$ cat config.mk
export PLATFORM = sky130hd
export DESIGN_NAME = seg_scan_decoder_flat
export DESIGN_NICKNAME = d
export VERILOG_FILES = /design/src/rtl/seg_scan_pkg.sv /design/src/rtl/seg_scan_decoder_if.sv /design/src/rtl/seg7_pattern_decode.sv /design/src/rtl/seg_scan_decoder.sv /design/src/flat_wrapper.sv
export SDC_FILE = /design/constraint.sdc
export NUM_CORES = 1
export LEC_CHECK = 0
export CORE_ASPECT_RATIO = 1.75
export CORE_MARGIN = 5
export CORE_UTILIZATION = 53
export DETAILED_ROUTE_END_ITERATION = 7
export PLACE_DENSITY = 0.81
export SYNTH_ARGS = -nofsm -noshare
export SYNTH_HDL_FRONTEND = slang
export SYNTH_HIERARCHICAL = 1
export SYNTH_SLANG_ARGS = --single-unit
$ cat constraint.sdc
create_clock -name CLK -period 4.3 [get_ports CLK]
set_input_delay 0.43 -clock CLK [delete_from_list [all_inputs] [get_ports CLK]]
set_output_delay 0.43 -clock CLK [all_outputs]
set_load 0.03 [all_outputs]
$ cat src/rtl/seg_scan_pkg.sv
// Shared constants for the 7-segment scan decoder: anode codes, segment patterns,
// frame FSM states and the digit-code-to-binary helper.
package seg_scan_pkg;

    typedef enum logic [1:0] {
        WAIT3,
        GOT3,
        GOT2,
        GOT1
    } state_t;

    // Anode selects are active-low one-hot; pos3 is the leftmost digit.
    localparam logic [3:0] SEG_POS3 = 4'b0111;
    localparam logic [3:0] SEG_POS2 = 4'b1011;
    localparam logic [3:0] SEG_POS1 = 4'b1101;
    localparam logic [3:0] SEG_POS0 = 4'b1110;
    localparam logic [3:0] SEG_IDLE = 4'b1111;

    // Segment patterns a..g, active-low, bit 6 = a.
    localparam logic [6:0] PAT_0     = 7'b0000001;
    localparam logic [6:0] PAT_1     = 7'b1001111;
    localparam logic [6:0] PAT_2     = 7'b0010010;
    localparam logic [6:0] PAT_3     = 7'b0000110;
    localparam logic [6:0] PAT_4     = 7'b1001100;
    localparam logic [6:0] PAT_5     = 7'b0100100;
    localparam logic [6:0] PAT_6     = 7'b0100000;
    localparam logic [6:0] PAT_7     = 7'b0001111;
    localparam logic [6:0] PAT_8     = 7'b0000000;
    localparam logic [6:0] PAT_9     = 7'b0000100;
    localparam logic [6:0] PAT_BLANK = 7'b1111111;

    localparam logic [3:0] CODE_BLANK = 4'hF;
    localparam logic [3:0] CODE_ERR   = 4'hE;

    // Blank and invalid codes contribute nothing to the binary value.
    function automatic logic [13:0] code_value(input logic [3:0] c);
        return (c <= 4'd9) ? {10'd0, c} : 14'd0;
    endfunction

endpackage

$ cat src/rtl/seg_scan_decoder_if.sv
// Display-side bundle: sampled scan lines in, published frame and pulses out.
interface seg_scan_decoder_if;
    logic [3:0]  seg;
    logic [6:0]  a_to_g;
    logic [15:0] digits;
    logic [13:0] value;
    logic        valid;
    logic        err;

    modport master (
        output seg,
        output a_to_g,
        input  digits,
        input  value,
        input  valid,
        input  err
    );

    modport slave (
        input  seg,
        input  a_to_g,
        output digits,
        output value,
        output valid,
        output err
    );
endinterface

$ cat src/rtl/seg7_pattern_decode.sv
// Combinational 7-segment pattern to digit code: 0-9, F for blank, E for anything else.
module seg7_pattern_decode
    import seg_scan_pkg::*;
(
    input  logic [6:0] a_to_g,
    output logic [3:0] code
);

    always_comb begin
        code = CODE_ERR;
        case (a_to_g)
            PAT_0:     code = 4'd0;
            PAT_1:     code = 4'd1;
            PAT_2:     code = 4'd2;
            PAT_3:     code = 4'd3;
            PAT_4:     code = 4'd4;
            PAT_5:     code = 4'd5;
            PAT_6:     code = 4'd6;
            PAT_7:     code = 4'd7;
            PAT_8:     code = 4'd8;
            PAT_9:     code = 4'd9;
            PAT_BLANK: code = CODE_BLANK;
            default:   code = CODE_ERR;
        endcase
    end

endmodule

$ cat src/rtl/seg_scan_decoder.sv
// Recovers left-to-right frames from a multiplexed 4-digit 7-segment scan and
// publishes a frame once it has repeated STABLE_FRAMES times in a row.
module seg_scan_decoder
    import seg_scan_pkg::*;
#(
    parameter int unsigned STABLE_FRAMES = 2
) (
    input logic               CLK,
    input logic               RST,
    seg_scan_decoder_if.slave bus
);

    localparam logic [3:0]  STABLE_CNT = 4'(STABLE_FRAMES);
    localparam logic [13:0] WEIGHT [4] = '{14'd1, 14'd10, 14'd100, 14'd1000};

    logic [3:0]  seg_reg;
    logic [6:0]  pattern_reg;
    logic [3:0]  code;
    state_t      state_reg, state_next;
    logic [3:0]  cap_reg  [4];
    logic [3:0]  cap_next [4];
    logic [15:0] prev_reg, prev_next;
    logic [15:0] digits_reg, digits_next;
    logic [13:0] value_reg, value_next;
    logic [3:0]  cnt_reg, cnt_next;
    logic [3:0]  cnt_inc;
    logic        valid_reg, valid_next;
    logic        err_reg;
    logic        scan_err, frame_err, complete, stable_hit;
    logic        is_pos3, is_pos2, is_pos1, is_pos0, is_idle, is_legal;
    logic [15:0] frame;
    logic [3:0]  nib_is_err;
    logic [13:0] nib_weighted [4];
    logic [13:0] frame_value;

    seg7_pattern_decode u_decode (
        .a_to_g (pattern_reg),
        .code   (code)
    );

    assign is_pos3  = (seg_reg == SEG_POS3);
    assign is_pos2  = (seg_reg == SEG_POS2);
    assign is_pos1  = (seg_reg == SEG_POS1);
    assign is_pos0  = (seg_reg == SEG_POS0);
    assign is_idle  = (seg_reg == SEG_IDLE);
    assign is_legal = is_pos3 | is_pos2 | is_pos1 | is_pos0;

    // The completing pos0 digit is taken straight from the decoder, not from cap_reg.
    assign frame = {cap_reg[3], cap_reg[2], cap_reg[1], code};

    genvar gi;
    generate
        for (gi = 0; gi < 4; gi++) begin : g_nibble
            assign nib_is_err[gi]   = (frame[gi*4 +: 4] == CODE_ERR);
            assign nib_weighted[gi] = code_value(frame[gi*4 +: 4]) * WEIGHT[gi];
        end
    endgenerate

    assign frame_value = nib_weighted[0] + nib_weighted[1] + nib_weighted[2] + nib_weighted[3];

    always_comb begin
        state_next = state_reg;
        cap_next   = cap_reg;
        scan_err   = 1'b0;
        complete   = 1'b0;
        if (!is_idle) begin
            if (!is_legal) begin
                scan_err   = 1'b1;
                state_next = WAIT3;
            end else begin
                case (state_reg)
                    WAIT3: begin
                        if (is_pos3) begin
                            cap_next[3] = code;
                            state_next  = GOT3;
                        end else begin
                            scan_err = 1'b1;
                        end
                    end
                    GOT3: begin
                        if (is_pos3) begin
                            cap_next[3] = code;
                        end else if (is_pos2) begin
                            cap_next[2] = code;
                            state_next  = GOT2;
                        end else begin
                            scan_err   = 1'b1;
                            state_next = WAIT3;
                        end
                    end
                    GOT2: begin
                        if (is_pos2) begin
                            cap_next[2] = code;
                        end else if (is_pos1) begin
                            cap_next[1] = code;
                            state_next  = GOT1;
                        end else if (is_pos3) begin
                            scan_err    = 1'b1;
                            cap_next[3] = code;
                            state_next  = GOT3;
                        end else begin
                            scan_err   = 1'b1;
                            state_next = WAIT3;
                        end
                    end
                    GOT1: begin
                        if (is_pos1) begin
                            cap_next[1] = code;
                        end else if (is_pos0) begin
                            complete   = 1'b1;
                            state_next = WAIT3;
                        end else if (is_pos3) begin
                            scan_err    = 1'b1;
                            cap_next[3] = code;
                            state_next  = GOT3;
                        end else begin
                            scan_err   = 1'b1;
                            state_next = WAIT3;
                        end
                    end
                    default: state_next = WAIT3;
                endcase
            end
        end
    end

    // Stability tracking and publish decision for a completed frame.
    always_comb begin
        prev_next   = prev_reg;
        cnt_next    = cnt_reg;
        digits_next = digits_reg;
        value_next  = value_reg;
        valid_next  = 1'b0;
        frame_err   = 1'b0;
        stable_hit  = 1'b0;
        cnt_inc     = (cnt_reg == 4'hF) ? 4'hF : cnt_reg + 4'd1;
        if (complete) begin
            if (|nib_is_err) begin
                frame_err = 1'b1;
                cnt_next  = 4'd0;
            end else if (frame == prev_reg) begin
                cnt_next   = cnt_inc;
                stable_hit = (cnt_inc == STABLE_CNT) && (cnt_reg != STABLE_CNT);
            end else begin
                cnt_next   = 4'd1;
                prev_next  = frame;
                stable_hit = (STABLE_CNT == 4'd1);
            end
            if (stable_hit && (frame != digits_reg)) begin
                digits_next = frame;
                value_next  = frame_value;
                valid_next  = 1'b1;
            end
        end
    end

    always_ff @(posedge CLK) begin
        if (RST) begin
            seg_reg     <= SEG_IDLE;
            pattern_reg <= PAT_BLANK;
            state_reg   <= WAIT3;
            for (int i = 0; i < 4; i++) begin
                cap_reg[i] <= CODE_BLANK;
            end
            prev_reg    <= 16'hFFFF;
            digits_reg  <= 16'hFFFF;
            value_reg   <= 14'd0;
            cnt_reg     <= 4'd0;
            valid_reg   <= 1'b0;
            err_reg     <= 1'b0;
        end else begin
            seg_reg     <= bus.seg;
            pattern_reg <= bus.a_to_g;
            state_reg   <= state_next;
            cap_reg     <= cap_next;
            prev_reg    <= prev_next;
            digits_reg  <= digits_next;
            value_reg   <= value_next;
            cnt_reg     <= cnt_next;
            valid_reg   <= valid_next;
            err_reg     <= scan_err | frame_err;
        end
    end

    assign bus.digits = digits_reg;
    assign bus.value  = value_reg;
    assign bus.valid  = valid_reg;
    assign bus.err    = err_reg;

endmodule

$ cat src/flat_wrapper.sv
// flat-port wrapper written by rule: the top's interface ports become plain ports
module seg_scan_decoder_flat import seg_scan_pkg::*;
#(
    parameter int unsigned STABLE_FRAMES = 2
)
  (CLK, RST, bus_seg, bus_a_to_g, bus_digits, bus_value, bus_valid, bus_err);
  seg_scan_decoder_if bus_i ();
  input logic CLK;
  input logic RST;
  input wire logic [$bits(bus_i.seg)-1:0] bus_seg;
  input wire logic [$bits(bus_i.a_to_g)-1:0] bus_a_to_g;
  output wire logic [$bits(bus_i.digits)-1:0] bus_digits;
  output wire logic [$bits(bus_i.value)-1:0] bus_value;
  output wire logic [$bits(bus_i.valid)-1:0] bus_valid;
  output wire logic [$bits(bus_i.err)-1:0] bus_err;
  assign bus_i.seg = bus_seg;
  assign bus_i.a_to_g = bus_a_to_g;
  assign bus_digits = bus_i.digits;
  assign bus_value = bus_i.value;
  assign bus_valid = bus_i.valid;
  assign bus_err = bus_i.err;
  seg_scan_decoder #(.STABLE_FRAMES(STABLE_FRAMES)) u_core (.CLK(CLK), .RST(RST), .bus(bus_i));
endmodule
---- Word-level counts from Yosys, hierarchy flattened ----
Index checks and enable logic that the tools add are counted.
operators by class
  bitwise operators ....................... 8
  eq/ne operators ......................... 36
  mux-type cells .......................... 51
  multipliers ............................. 3
  $lt $le $gt $ge ......................... 4
  add/sub/neg operators ................... 4
  reductions and logical operators ........ 15
operators by type and width
  cell                     number
  $mux W4                  16
  $pmux W4 S11             1
  $add A14 B14 Y14         3
  $eq A4 B4 Y1 const B     9
  $mux W1                  22
  $eq A7 B7 Y1 const B     3
  $eq A16 B16 Y1           1
  $le A4 B4 Y1 const B     4
  $ne A16 B16 Y1           1
  $pmux W4 S2              2
  $eq A7 B3 Y1 const B     2
  $eq A7 B6 Y1 const B     2
  $mul A14 B3 Y13 const B  1
  $mul A14 B5 Y12 const B  1
  $mul A14 B7 Y11 const B  1
  $mux W2                  7
  $pmux W4 S3              1
  $ne A2 B2 Y1 const B     5
  $ne A3 B3 Y1 const B     3
  $pmux W2 S4              1
  $reduce_and A4 Y1        2
  $eq A7 B1 Y1 const B     1
  $eq A7 B4 Y1 const B     1
  $eq A7 B5 Y1 const B     1
  other kinds (20)         30
word-level totals
  logic and storage cells ................. 133
  register bits after elaboration ......... 77
  output and inout bits ................... 32
  bits of input ports ..................... 13

---- Longest topological paths before layout ----
Gate-level depths: netlist of the first run.
  word-level depth ........................ 9
  gate-level depth with buffers ........... 22

---- By module ----
Netlist of the first run, hierarchy kept.
modules (own cells, without submodules)
  module               area each (um2)  seq. area each (um2)  cells an instance  instances
  seg_scan_decoder     5072.4           1541.5                537                1
  seg7_pattern_decode  312.8            0.0                   44                 1

---- Worst setup path after synthesis of the first run ----
OpenSTA, ideal clock, no wires.
  path kind ............................... reg2reg
  start ................................... register u_core/cap_reg[2] (netlist name)
  end ..................................... register u_core.value_reg[13], in the netlist u_core/bus.value[13]
  stages on the path, launching flop included .. 21
  setup time .............................. 0.075 ns
  arrival ................................. 4.703 ns
  setup slack ............................. -0.478 ns
  buffers on the path ..................... 1
  path through ............................ dfxtp_1 -> buf_2 -> nor2b_1 -> inv_1 -> fa_1 -> fa_1 -> inv_1 -> ha_1 -> nor2b_1 -> o21ai_0 -> nand2b_1 -> xnor2_1 -> ha_1 -> ha_1 -> ha_1 -> a21o_1 -> a21o_1 -> a21oi_1 -> o21ai_0 -> xnor3_1 -> o22ai_1
on the way
  longest elaborated chain between the ends .. 6
  elaborated cells between the ends (all ways) .. 13
ends and longest elaborated chain
  item                                                                     line                     source
  from (decl)                                                              seg_scan_decoder.sv:20   logic [3:0] cap_reg [4];
  from (signal assigned)                                                   seg_scan_decoder.sv:175  cap_reg <= cap_next;
  parallel branches: the longest is 6 deep, another holds $mul A14 B7 Y11  -
  to (signal assigned)                                                     seg_scan_decoder.sv:178  value_reg <= value_next;
  to (decl)                                                                seg_scan_decoder.sv:24   logic [13:0] value_reg, value_next;
Several ways; the timed one is not identified. The select of a mux whose other input is x is not followed.
A chain may end at the register's enable or synchronous reset.

---- Worst setup path after layout of the first run ----
  start ................................... register u_core/cap_reg[3] (netlist name)
  end ..................................... register u_core.value_reg[13], in the netlist u_core/bus.value[13]
Same word-level chain as after synthesis.

==> flow_summary_export.csv, run 1 <==
group,metric,value,unit
run_status,status,"complete, no violations",
synth,yosysMostFrequentCell,"dfxtp_1",
route,drtPass1Iterations,7,
cts,cts_hold_buf,0,
power_and_ir_drop,p_leak,2.87,nW
synth,synth_nets,665,
die,core-area,0.00991,sq mm
cts,cts_sinks,77,
route,vias,4397,
route,wl_per_cell,17.0,um
global_routing,antenna_found_initial,0,
die,fp.dieArea,0.0124,sq mm
synth,yosys_warnings,6,
place,gp_congestion,0.871,
cts,cts_root_buf,"clkbuf_16",
cts,cts_tree,"done",
synth,synth_largest_area_cell,"dfxtp_1",
finish,fill_cells,735,
place,port_buffers,44,
synth,synth_top_area_share,28.6,%
min_path,hp-class,"register to register",
finish,area_growth,22.7,%
die,ios,45,
flow_run,cap_violations,0,
synth,syn_area_per_cell,9.27,sq um
worst_setup_path,r2r_end,"u_core/bus.value[13]",
worst_setup_path,reg2reg_depth,16,
place,dp_cells,757,
route,drc_errors,0,
timing,post-route-period-util,97.5,%
route,ant_nets,0,
timing,worst_clock_skew,0.00573,ns
finish,n_antenna_cell,0,
worst_setup_path,ff2ff_setup_slack,0.11,ns
power_and_ir_drop,pwr_density_cell,265,mW/mm^2
cts,cts_made_buffers,9,
worst_setup_path,crit_end,"u_core/bus.value[13]",
worst_setup_path,crit_type,"register to register",
finish,final_nets,729,
finish,final_util,66.7,%
timing,slew_headroom,17.1,%
power_and_ir_drop,max-vdd-ir-drop,0.203,mV
synth,yosys-top-cells-count,"77 x dfxtp_1, 54 x ha_1, 46 x inv_1",
synth,synth-xor-area-share,8.71,%
cts,cts_htree_levels,3,
synth,netlist_area,0.00539,sq mm
route,wl_met1,4560,um
worst_setup_path,cp.arrival,4.45,ns
route,wl_met2,7290,um
synth,synth-main-ff-cell,"dfxtp_1",
synth,synth_enable_flop_cells,0,
worst_setup_path,cp-start-kind,"register",
timing,fmax,0.239,GHz
die,start_util,54.3,%
synth,synth-compound-area-share,15.0,%
worst_setup_path,startpoint,"u_core/cap_reg[3]",
route,dr.first_iter.drc_count,308,
synth,yosys-mux-area-fraction,2.23,%
finish,drive_gt1_share,16.8,%
timing,tightest_slew,1.24,ns
cts,clock_latency,0.33,ns
global_routing,grt_usage,21.7,%
timing,rsz0062_at_grt,"true",
worst_setup_path,crit_fanout,3,
cts,clock_path_buffers,2,
worst_setup_path,worst_ep_required_time,4.56,ns
timing,hold_viol_final,0,
timing,period_needed,4.19,ns
finish,final_cells,775,
die,die_h,143,um
synth,synthSimpleGateAreaFrac,19.4,%
die,rows,48,
route,wirelength,13200,um
worst_setup_path,end_kind,"register",
route,route.met3.wl,579,um
power_and_ir_drop,p_total,0.00175,W
synth,synthArstFlopShare,0,%
synth,synth_top_family_by_area,"simple AND/OR/NAND/NOR gates",
route,dr.max_layer_used,"met4",
synth,seq_area_frac_synth,28.6,%
worst_setup_path,r2r_start,"u_core/cap_reg[3]",
timing,holdWs,0.473,ns
global_routing,overflow,0,
global_routing,grt_start_max_net_pins,50,
synth,yosysUniqueCellTypes,56,
global_routing,grt_pass1_vias,4595,
synth,synth_seq_cells,77,
timing,setup_viol_count_final,0,
place,dp_hpwl,9610,um
synth,ys_top_cells_by_area,"dfxtp_1 29%, ha_1 13%, a211o_1 7.2%, fa_1 6.3%, xnor2_1 5.0%",
timing,drv_slew,0,
route,viasPerCell,5.67,
synth,yosys.area_share.adder,18.9,%
global_routing,grt_pass1_wl,21300,um
synth,synthCells,581,
cts,clk_pin_slew,0.06,ns
die,fp.dieW,86.2,um
cell families (layout without fill, tap and decap cells):
logic type	after synthesis	in the layout
AOI/OAI and AO/OA	109	109
xor gates and xnor gates	52	52
adders and majority gates	71	71
buffers and inverters	84	153
DFF	77	77
muxes	12	12
and+or+nand+nor	176	176
worst max-delay path: stages, from the launching register on:
cell      delay (ns)
dfxtp_2         0.34
nand2b_4        0.14
inv_1           0.07
ha_1            0.31
fa_1            0.54
inv_1           0.07
fa_1            0.54
inv_1           0.06
fa_1            0.58
ha_4            0.22
ha_4            0.26
o21ai_0         0.08
a21oi_1         0.25
nor2_1          0.11
o21ai_1         0.16
xnor3_1         0.25
o22ai_2         0.14
stage by stage:
step / area [sq um] / TNS, ns / setup WS [ns]
6_report: 6610 / 0 / 0.109
5_1_grt: 6610 / -0.321 / -0.107
4_1_cts: 6490 / 0 / 0.0104
3_5_place_dp: 6170 / -0.258 / -0.149
3_3_place_gp: 6170 / 0 / 0.0231
2_1_floorplan: 5460 / 0 / 0.00665
worst min-delay path by stage:
stage	endpoint	from	cells past startpoint
3_5_place_dp	u_core/bus.value[0]	u_core/bus.value[0]	2
5_1_grt	u_core/prev_reg[15]	u_core/prev_reg[15]	1
4_1_cts	u_core/bus.value[0]	u_core/bus.value[0]	2
3_3_place_gp	u_core/bus.value[0]	u_core/bus.value[0]	2
6_report	u_core/bus.value[0]	u_core/bus.value[0]	2
2_1_floorplan	u_core/prev_reg[10]	u_core/prev_reg[10]	1
placed cells by master, fill, tap and decap left out, types with 3 or more instances in the layout:
cell	n
dfxtp_1	73
ha_1	49
a211o_1	44
clkdlybuf4s50_1	43
inv_1	43
buf_4	43
nor2b_1	36
xnor2_1	31
nor2_1	28
xor2_1	20
a21oi_1	18
and3_1	18
fa_1	16
nand2_1	14
nand2b_1	12
mux2i_1	12
or2_2	11
o21ai_0	10
nand4_1	10
clkbuf_16	9
nor3_1	9
nand3_1	8
a21o_1	6
o21ai_1	5
nor4_1	5
nand4b_1	5
ha_4	5
dfxtp_2	4
clkbuf_8	3
inv_2	3
nor3b_1	3
a22oi_1	3
layout make-up:
class	instances	area, sq um	area share (%)
Clock inverter	3	42.5	0.644
Tap cell	125	156	2.37
Timing Repair Buffer	90	801	12.1
Sequential cell	77	1550	23.4
Clock buffer	13	270	4.09
Inverter	47	179	2.71
Multi-Input combinational cell	420	3610	54.7
metal layers:
layer	GRT usage [%]	vias up
met4	13.5	0
met1	22.0	2111
li1	-	2133
met5	0	-
met3	4.02	46
met2	40.1	107
report_power, final:
part / switching, W / internal (W) / total, W
registers: 0.0000157 / 0.000723 / 0.000739
clock network: 0.000285 / 0.000496 / 0.000781
logic: 0.000121 / 0.000112 / 0.000233
total: 0.000422 / 0.00133 / 0.00175
repair_timing:
item,4_1_cts,5_1_grt
endpoints found under the setup margin,2,6
pin swaps,6,16
resized for setup,3,22
setup buffers,1,1
No activity file was read; power rests on OpenSTA's default activity.
==> run 2, diff against run 1 <==
--- a/config.mk
+++ b/config.mk
@@ -10,6 +10,7 @@
 export CORE_UTILIZATION = 53
 export DETAILED_ROUTE_END_ITERATION = 7
 export PLACE_DENSITY = 0.81
+export SETUP_SLACK_MARGIN = 0.2
 export SYNTH_ARGS = -nofsm -noshare
 export SYNTH_HDL_FRONTEND = slang
 export SYNTH_HIERARCHICAL = 1
==> run 2 against run 1 <==
- core utilization is 0.91 points higher
- largest power group unchanged
- register-to-register slack worse by 0.10 ns
- worst hold slack worse by 0.013 ns
- largest cell class unchanged
==> flow_summary_export.csv, run 2 (synthesized netlist as in run 1, its figures left out) <==
group,metric,value,unit
timing,tightest_slew,1.15,ns
route,drc_errors,0,
finish,regArea,0.00155,sq mm
die,die_h,143,um
die,core-area,0.00991,sq mm
finish,layout_common_cells,"71 x dfxtp_1, 44 x a211o_1, 43 x clkdlybuf4s50_1, 41 x ha_1, 38 x inv_1",
finish,final_util,67.6,%
cts,clock_path_buffers,2,
die,fp.dieArea,0.0124,sq mm
place,dpl_cell_area,0.00608,sq mm
worst_setup_path,crit_fanout,3,
flow_run,cap_violations,0,
finish,n_antenna_cell,0,
finish,area_growth,24.4,%
timing,holdWs,0.460,ns
timing,fin_ws,0.00804,ns
timing,rsz0062_at_grt,"true",
timing,post-route-period-util,99.8,%
global_routing,grt_pass1_wl,21900,um
finish,drive_gt1_share,19.4,%
place,dp_hpwl,9880,um
cts,cts_tree,"done",
worst_setup_path,crit_type,"register to register",
timing,period_needed,4.29,ns
cts,cts_made_buffers,9,
timing,slew_headroom,22.9,%
finish,final_nets,723,
route,drtPass1Iterations,8,
die,start_util,54.3,%
route,wirelength,14600,um
power_and_ir_drop,pwr_density_cell,271,mW/mm^2
die,ios,45,
global_routing,grt_pass1_vias,4778,
worst_setup_path,cp-start-kind,"register",
min_path,min_to,"u_core/bus.value[1]",
worst_setup_path,end_kind,"register",
route,dr.first_iter.drc_count,298,
timing,drv_slew,0,
route,wl_per_cell,19.0,um
worst_setup_path,ff2ff_setup_slack,0.008,ns
finish,multiInputGateArea,0.00372,sq mm
timing,fmax,0.233,GHz
route,ant_nets,0,
finish,fill_cells,728,
place,pre_cts_ws,-0.0441,ns
cts,clock_latency,0.34,ns
worst_setup_path,r2r_start,"u_core/cap_reg[3]",
die,rows,48,
power_and_ir_drop,p_leak,2.82,nW
worst_setup_path,worst_ep_required_time,4.51,ns
power_and_ir_drop,max-vdd-ir-drop,0.211,mV
finish,final_cell_area,0.00670,sq mm
min_path,holdPathStages,2,
cts,cts_sinks,77,
die,fp.dieW,86.2,um
timing,fin_setup_tns,0,ns
timing,setup_viol_count_final,0,
worst_setup_path,cp.arrival,4.51,ns
cts,clk_pin_slew,0.06,ns
run_status,status,"complete, no violations",
global_routing,grt-busiest-layer,"met2",
place,port_buffers,44,
global_routing,grt_util_met3,4.02,%
timing,hold_viol_final,0,
cts,cts_htree_levels,3,
global_routing,grt_start_max_net_pins,58,
min_path,min_from,"RST",
route,viasPerCell,5.96,
global_routing,antenna_found_initial,0,
place,gp_congestion,0.848,
finish,final_common_cell,"dfxtp_1",
cts,cts_hold_buf,0,
global_routing,grt_usage,22.3,%
worst_setup_path,r2r_end,"u_core/bus.value[12]",
worst_setup_path,reg2reg_depth,21,
global_routing,use_met1,20.9,%
global_routing,grt_util_met2,44.5,%
global_routing,overflow,0,
cts,cts_root_buf,"clkbuf_16",
min_path,hp-class,"primary input to register",
timing,worst_clock_skew,0.00575,ns
route,vias,4586,
run 2: changes by cell type in the layout (fill, tap and decap cells not counted), moves of 3 or more:
| cell | change |
|---|---|
| ha_1 | -8 |
| o21ai_0 | -3 |
| buf_4 | -8 |
| ha_4 | +6 |
| clkbuf_8 | -3 |
| inv_2 | +4 |
| clkinvlp_4 | +3 |
| inv_1 | -5 |
run 2: final cells by class:
type,count,area share [%]
clock inverter,7,1.49
inverter,47,2.73
clock buffer,9,3.36
tap,125,2.33
sequential,77,23.2
multi-input combinational,420,55.5
timing repair buffer,84,11.4
run 2: per-stage QoR:
| stage | cells | total power [W] |
|---|---|---|
| floorplan | 581 | 0.000904 |
| global placement | 742 | 0.000955 |
| detailed placement | 742 | 0.000963 |
| CTS | 763 | 0.00179 |
| global route | 769 | 0.00188 |
| finish | 769 | 0.00182 |
run 2: metal layers:
layer	up-vias	wire length [um]
li1	2125	-
met1	2260	4910
met2	145	8340
met3	56	520
met4	0	828
met5	-	0
run 2: worst max-delay path by stage:
stage                            startpoint                    to  slack, ns
final                     u_core/cap_reg[3]  u_core/bus.value[12]      0.008
after global routing      u_core/cap_reg[3]  u_core/bus.value[13]      -0.10
after CTS                 u_core/cap_reg[3]  u_core/bus.value[13]       0.14
after detailed placement  u_core/cap_reg[2]  u_core/bus.value[13]      -0.04
after global placement    u_core/cap_reg[1]  u_core/bus.value[12]       0.14
after floorplan           u_core/cap_reg[3]  u_core/bus.value[10]       0.21
run 2: critical path: stages (launching register included):
cell	delay, ns
dfxtp_2	0.33
buf_6	0.13
nor2b_4	0.14
inv_2	0.05
fa_2	0.56
fa_1	0.46
inv_2	0.09
ha_4	0.20
nor2b_4	0.12
o21ai_2	0.12
nand2b_1	0.10
xnor2_1	0.14
ha_1	0.31
ha_4	0.28
ha_4	0.19
buf_4	0.15
inv_4	0.06
o21bai_1	0.09
a21oi_1	0.16
o21ai_1	0.11
xnor2_1	0.24
o22ai_1	0.13
run 2: repair_timing:
action / in CTS / in global routing
resized for setup: 12 / 36
pin swaps: 18 / 18
setup endpoints to repair: 5 / 6
buffers inserted: 5 / 6
run 2: report_power, final:
group	leakage, nW	switching, W	internal, W
combinational	2.04	0.000134	0.000122
sequential	0.624	0.0000163	0.000723
clock	0.148	0.000312	0.000510
